$ cat config.mk
export PLATFORM = sky130hd
export DESIGN_NAME = mem_access_unit
export DESIGN_NICKNAME = d
export VERILOG_FILES = /design/src/rtl/mips_mem_pkg.sv /design/src/rtl/mem_lane_ext.sv /design/src/rtl/mem_access_unit.sv
export SDC_FILE = /design/constraint.sdc
export NUM_CORES = 1
export LEC_CHECK = 0
export CORE_ASPECT_RATIO = 1.1
export CORE_MARGIN = 1.5
export CORE_UTILIZATION = 46
export CTS_CLUSTER_DIAMETER = 100
export DETAILED_ROUTE_END_ITERATION = 8
export PLACE_DENSITY = 0.81
export SETUP_SLACK_MARGIN = 0.2
export SLEW_MARGIN = 40
export SYNTH_ARGS = -nofsm -noshare
export SYNTH_HDL_FRONTEND = slang
export SYNTH_SLANG_ARGS = --single-unit
$ cat constraint.sdc
create_clock -name clk -period 4.8 [get_ports clk]
set_input_delay 1.2 -clock clk [delete_from_list [all_inputs] [get_ports clk]]
set_output_delay 1.2 -clock clk [all_outputs]
set_load 0.005 [all_outputs]
$ cat src/rtl/mips_mem_pkg.sv
// Shared types for the MIPS data-memory access stage: access sizes, response
// error codes and the access FSM states.
package mips_mem_pkg;

    localparam int unsigned WORD_W = 32;
    localparam int unsigned LANES  = WORD_W / 8;

    typedef enum logic [1:0] {
        SZ_BYTE = 2'b00,
        SZ_HALF = 2'b01,
        SZ_WORD = 2'b10,
        SZ_RSVD = 2'b11
    } size_e;

    typedef enum logic [1:0] {
        ERR_NONE    = 2'b00,
        ERR_ALIGN   = 2'b01,
        ERR_TIMEOUT = 2'b10
    } err_e;

    typedef enum logic [1:0] {
        IDLE   = 2'b00,
        REQ    = 2'b01,
        WAIT_R = 2'b10,
        RESP   = 2'b11
    } state_e;

    // Accesses that cannot be served by a single aligned word transaction.
    function automatic logic is_misaligned(input size_e sz, input logic [1:0] off);
        case (sz)
            SZ_BYTE: return 1'b0;
            SZ_HALF: return off[0];
            SZ_WORD: return |off;
            default: return 1'b1;
        endcase
    endfunction

endpackage

$ cat src/rtl/mem_lane_ext.sv
// Picks the addressed byte/half lane out of a read word and sign- or
// zero-extends it to a full register value.
module mem_lane_ext
    import mips_mem_pkg::*;
(
    input  logic [WORD_W-1:0] rdata,
    input  logic [1:0]        offset,
    input  size_e             size,
    input  logic              zext,
    output logic [WORD_W-1:0] ext
);

    logic [7:0]  lane_b;
    logic [15:0] lane_h;

    always_comb begin
        case (offset)
            2'd0:    lane_b = rdata[7:0];
            2'd1:    lane_b = rdata[15:8];
            2'd2:    lane_b = rdata[23:16];
            default: lane_b = rdata[31:24];
        endcase
        lane_h = offset[1] ? rdata[31:16] : rdata[15:0];

        case (size)
            SZ_BYTE: ext = {{24{lane_b[7] & ~zext}}, lane_b};
            SZ_HALF: ext = {{16{lane_h[15] & ~zext}}, lane_h};
            default: ext = rdata;
        endcase
    end

endmodule

$ cat src/rtl/mem_access_unit.sv
// Data-memory access stage: turns one EX/MEM load/store into a word-aligned
// valid/ready memory transaction and returns a single-cycle response.
module mem_access_unit
    import mips_mem_pkg::*;
#(
    parameter int unsigned TIMEOUT = 255,
    parameter int unsigned ADDR_W  = 32
) (
    input  logic              clk,
    input  logic              rst,
    input  logic              req_valid,
    output logic              req_ready,
    input  logic              req_write,
    input  logic [1:0]        req_size,
    input  logic              req_unsigned,
    input  logic [ADDR_W-1:0] req_addr,
    input  logic [WORD_W-1:0] req_wdata,
    output logic              mem_valid,
    input  logic              mem_ready,
    output logic              mem_we,
    output logic [LANES-1:0]  mem_be,
    output logic [ADDR_W-1:0] mem_addr,
    output logic [WORD_W-1:0] mem_wdata,
    input  logic              mem_rvalid,
    input  logic [WORD_W-1:0] mem_rdata,
    output logic              resp_valid,
    output logic [WORD_W-1:0] resp_rdata,
    output logic [1:0]        resp_err,
    output logic              busy
);

    localparam int unsigned CNT_W = (TIMEOUT < 2) ? 1 : $clog2(TIMEOUT);
    localparam logic [CNT_W-1:0] CNT_LAST = (TIMEOUT == 0) ? '0 : CNT_W'(TIMEOUT - 1);

    state_e            state;
    logic [CNT_W-1:0]  tmo_cnt;
    size_e             lat_size;
    logic [1:0]        lat_off;
    logic              lat_zext;
    logic              lat_write;
    size_e             req_sz;
    logic [WORD_W-1:0] load_ext;
    logic              timeout_hit;

    function automatic logic [LANES-1:0] lane_enables(input size_e sz, input logic [1:0] off);
        case (sz)
            SZ_BYTE: return LANES'(1) << off;
            SZ_HALF: return off[1] ? 4'b1100 : 4'b0011;
            default: return '1;
        endcase
    endfunction

    function automatic logic [WORD_W-1:0] lane_replicate(input size_e sz, input logic [WORD_W-1:0] d);
        case (sz)
            SZ_BYTE: return {4{d[7:0]}};
            SZ_HALF: return {2{d[15:0]}};
            default: return d;
        endcase
    endfunction

    assign req_sz    = size_e'(req_size);
    assign req_ready = (state == IDLE);

    // The counter saturates at its last value, so once the budget is spent
    // any further REQ/WAIT_R cycle without a completing event aborts.
    assign timeout_hit = (TIMEOUT != 0) && (tmo_cnt == CNT_LAST);

    mem_lane_ext u_lane_ext (
        .rdata  (mem_rdata),
        .offset (lat_off),
        .size   (lat_size),
        .zext   (lat_zext),
        .ext    (load_ext)
    );

    always_ff @(posedge clk or posedge rst) begin
        if (rst) begin
            state      <= IDLE;
            tmo_cnt    <= '0;
            lat_size   <= SZ_BYTE;
            lat_off    <= '0;
            lat_zext   <= 1'b0;
            lat_write  <= 1'b0;
            mem_valid  <= 1'b0;
            mem_we     <= 1'b0;
            mem_be     <= '0;
            mem_addr   <= '0;
            mem_wdata  <= '0;
            resp_valid <= 1'b0;
            resp_rdata <= '0;
            resp_err   <= ERR_NONE;
            busy       <= 1'b0;
        end else begin
            resp_valid <= 1'b0;
            case (state)
                IDLE: begin
                    if (req_valid) begin
                        lat_size  <= req_sz;
                        lat_off   <= req_addr[1:0];
                        lat_zext  <= req_unsigned;
                        lat_write <= req_write;
                        tmo_cnt   <= '0;
                        busy      <= 1'b1;
                        if (is_misaligned(req_sz, req_addr[1:0])) begin
                            state      <= RESP;
                            resp_valid <= 1'b1;
                            resp_rdata <= '0;
                            resp_err   <= ERR_ALIGN;
                        end else begin
                            state     <= REQ;
                            mem_valid <= 1'b1;
                            mem_we    <= req_write;
                            mem_be    <= lane_enables(req_sz, req_addr[1:0]);
                            mem_addr  <= {req_addr[ADDR_W-1:2], 2'b00};
                            mem_wdata <= lane_replicate(req_sz, req_wdata);
                        end
                    end
                end

                REQ: begin
                    if (mem_ready) begin
                        mem_valid <= 1'b0;
                        if (lat_write) begin
                            state      <= RESP;
                            resp_valid <= 1'b1;
                            resp_rdata <= '0;
                            resp_err   <= ERR_NONE;
                        end else begin
                            state <= WAIT_R;
                        end
                    end else if (timeout_hit) begin
                        mem_valid  <= 1'b0;
                        state      <= RESP;
                        resp_valid <= 1'b1;
                        resp_rdata <= '0;
                        resp_err   <= ERR_TIMEOUT;
                    end
                    if (tmo_cnt != CNT_LAST) tmo_cnt <= tmo_cnt + CNT_W'(1);
                end

                WAIT_R: begin
                    if (mem_rvalid) begin
                        state      <= RESP;
                        resp_valid <= 1'b1;
                        resp_rdata <= load_ext;
                        resp_err   <= ERR_NONE;
                    end else if (timeout_hit) begin
                        state      <= RESP;
                        resp_valid <= 1'b1;
                        resp_rdata <= '0;
                        resp_err   <= ERR_TIMEOUT;
                    end
                    if (tmo_cnt != CNT_LAST) tmo_cnt <= tmo_cnt + CNT_W'(1);
                end

                RESP: begin
                    state <= IDLE;
                    busy  <= 1'b0;
                end

                default: state <= IDLE;
            endcase
        end
    end

endmodule

==> results.tsv <==
metric	value	unit
result of the run	finished with violations	
failing checks	DRC	
share of post-route cells with drive strength above 1	15.9	%
total negative slack for setup checks	0	ns
final HPWL from detailed placement	12.5	mm
initial cell density of the core	47.5	%
Reg-to-Reg End	mem_wdata[5]$_DFFE_PP0P_	
achievable frequency	306	MHz
Clock Latency Late Sink	0.42	ns
Slew Viols, Final	0	
path type of the worst setup path	in2reg	
share of the clock period used by the worst path after layout	68.0	%
vias post-DR	5270	
final total power	5.42	mW
final-report hold violation count	0	
Max transition margin	47.1	%
sequential standard cell area	3000	µm²
post-CTS setup buffers	0	
number of nets with antenna violations after routing	0	
maximum fanout count along the critical path	46	
height of the die	123	µm
number of diodes added for antenna fixing	0	
DRC violation count after routing	13	
vias in the first global route	5382	
total overflow reported by the global router	0	
Synth Register Bits	120	
Post-Syn Instances	548	
Yosys warning total	0	
level count of the clock H-tree	4	
maximum number of pins on one net before global-route repair	64	
Post-layout nets	859	
post-placement cell count	885	
Layout Cells excl Fill	918	
reported leakage power	3.67	nW
clock buffers created by TritonCTS	17	
number of placement rows	43	
dominant combinational cell family by area after synthesis	compound AO/OA/AOI/OAI gates	
top_reg_cell synth	sky130_fd_sc_hd__dfrtp_1	
required time reported for the critical path endpoint	5.10	ns
detailed-route wire length	17.3	mm
drt pass-1 iters	8	
hold path cells	2	
time the final worst path needs with I/O delays and setup	3.26	ns
post-synth top area share	49.6	%
I/O pin cnt	212	
Buffers on Ports	209	
DR iter-0 viols	326	
fraction of the mapped netlist area in compound gates	20.8	%
first-pass GRT wire length	27.3	mm
number of distinct library cells after synthesis	58	
power per cell area	613	nW/µm²
number of inserted filler cells in the final layout	928	
antenna violations before repair	0	
transition time at the pin with the least slew margin	0.793	ns
width of the die	112	µm
CTS Root Buffer Type	sky130_fd_sc_hd__clkbuf_16	
Worst Setup End Kind	flip-flop	
post-synthesis xor/xnor area fraction	0.145	%
worst supply voltage drop on vdd	0.000361	V
R2R cell count	6	
via density per instance	5.74	
core area	12800	µm²
share of synthesized flip-flops with an asynchronous set or reset	100	%
total track usage	25.5	%
clock buffer depth	2	
startpoint of the most critical register-to-register path	state[0]$_DFFE_PP0N_	
Max-Cap Viols	0	
Simple-Gate Fraction of Synth Area	8.87	%
detailed-route wire length per cell	18.8	µm
area of the die	13900	µm²
GP Congestion	0.840	
start point of the worst min-delay path	mem_wdata[10]$_DFFE_PP0P_	
Avg Inst Size Synth	11.0	µm²
share of the yosys chip area belonging to registers	49.6	%
number of enable flip-flop cells after synthesis	0	
Setup Viol. Count Final	0	
share of cell area taken by muxes after synthesis	14.6	%
Endpoint, Worst Hold	mem_wdata[10]$_DFFE_PP0P_	
most frequent cells in the layout	208 x sky130_fd_sc_hd__clkdlybuf4s50_1, 120 x sky130_fd_sc_hd__dfrtp_1, 50 x sky130_fd_sc_hd__mux2_2, 50 x sky130_fd_sc_hd__nand2_1, 46 x sky130_fd_sc_hd__o21ai_0	
Synth area leaders	sky130_fd_sc_hd__dfrtp_1 50%, sky130_fd_sc_hd__mux2_2 9.3%, sky130_fd_sc_hd__mux2i_1 5.3%	
count of clock tree sinks	120	
CTS Hold Buffers Added	0	
worst clock skew on the final layout	0.0120	ns
clock-pin slew on the worst setup and hold paths	0.06	ns
CP startpoint kind	primary input	
Multi-input gate area	2800	µm²
register-to-register setup slack	1.83	ns
area share of fa/ha/maj cells after synthesis	1.24	%
Layout Area Growth over Synthesis	45.9	%
CTS tree	yes	
data arrival time at the worst-slack endpoint	3.57	ns
largest area contributor in the netlist	sky130_fd_sc_hd__dfrtp_1	
worst hold path type	reg2reg	
most frequent standard cell in the layout excluding fill and tap cells	sky130_fd_sc_hd__clkdlybuf4s50_1	
Syn Std Cell Area	6050	µm²
unrepaired setup endpoints after global routing	no	
CTS resizes	0	
-- synthesized netlist by cell type (8+ instances only) --
cell type                   count
sky130_fd_sc_hd__dfrtp_1      120
sky130_fd_sc_hd__mux2_2        50
sky130_fd_sc_hd__nand2_1       50
sky130_fd_sc_hd__o21ai_0       46
sky130_fd_sc_hd__mux2i_1       32
sky130_fd_sc_hd__nor2_1        29
sky130_fd_sc_hd__inv_1         26
sky130_fd_sc_hd__a21oi_1       21
sky130_fd_sc_hd__o22ai_1       16
sky130_fd_sc_hd__o32ai_2       15
sky130_fd_sc_hd__buf_2         14
sky130_fd_sc_hd__clkbuf_1      11
sky130_fd_sc_hd__nor2b_1        9
sky130_fd_sc_hd__a22o_1         8
sky130_fd_sc_hd__o2bb2ai_1      8
-- state kept, by name (all words and copies together) (netlist names) --
register,cells
mem_wdata,32
resp_rdata,32
mem_addr,30
tmo_cnt,8
mem_be,4
lat_off,2
lat_size,2
resp_err,2
state,2
busy,1
lat_write,1
lat_zext,1
mem_valid,1
mem_we,1
resp_valid,1
-- metal layers --
layer	part of all wire (%)	track usage, %	up-vias	wire (µm)
li1	-	-	2407	-
met1	37	27.6	2593	6390
met2	51	44.7	244	8820
met3	10	10.3	26	1760
met4	1.9	10.4	0	335
met5	0	0	-	0
-- how the worst max path moves through the flow --
| stage | start | to | slack, ns | depth (start not counted) |
|---|---|---|---|---|
| after floorplan | rst | busy$_DFFE_PP0P_ | 0.41 | 1 |
| after CTS | req_size[1] | resp_rdata[23]$_DFFE_PP0P_ | 1.45 | 6 |
| after global placement | req_size[1] | resp_rdata[24]$_DFFE_PP0P_ | 1.13 | 6 |
| after detailed placement | req_size[1] | resp_rdata[23]$_DFFE_PP0P_ | 1.07 | 6 |
| final | req_valid | mem_wdata[5]$_DFFE_PP0P_ | 1.54 | 5 |
| after global routing | req_valid | mem_wdata[1]$_DFFE_PP0P_ | 1.41 | 5 |
-- through the flow --
step	cell area, µm²	hold slack, ns	setup WS, ns	utilization (%)
after floorplan	6060	0.469	0.414	-
after global placement	8240	0.464	1.13	64.6
after detailed placement	8240	0.469	1.07	64.6
after CTS	8810	0.482	1.45	69.1
after global routing	8830	0.492	1.41	69.3
final	8830	0.474	1.54	69.3
-- logic make-up (layout without fill, tap and decap cells) --
kind of cell	Yosys count	count (layout)
AOI/OAI and AO/OA	162	162
DFF	120	120
and+or+nand+nor	114	114
muxes	82	82
buffers and inverters	62	274
adders and majority gates	6	6
other	1	2
xor gates and xnor gates	1	1
-- critical path, cell delays in order --
cell and delay [ns]:
sky130_fd_sc_hd__clkdlybuf4s50_1 0.57, sky130_fd_sc_hd__and2_1 0.53, sky130_fd_sc_hd__nand3_4 0.56, sky130_fd_sc_hd__buf_12 0.40, sky130_fd_sc_hd__mux2_2 0.28
-- power by group --
group / switching [mW] / internal, mW / leakage, nW
Sequential: 0.311 / 1.45 / 1.52
Clock: 0.458 / 0.773 / 0.268
Combinational: 1.08 / 1.34 / 1.88
Total: 1.85 / 3.57 / 3.67
-- layout make-up --
class	count	area share (%)
well taps	157	2.22
multi-input cells	367	31.7
repair buffers	214	24.3
flip-flops and latches	120	34.0
clock buffers	20	5.06
inverters	28	1.25
clock inverters	12	1.43
(Power assumes the default switching activity.)
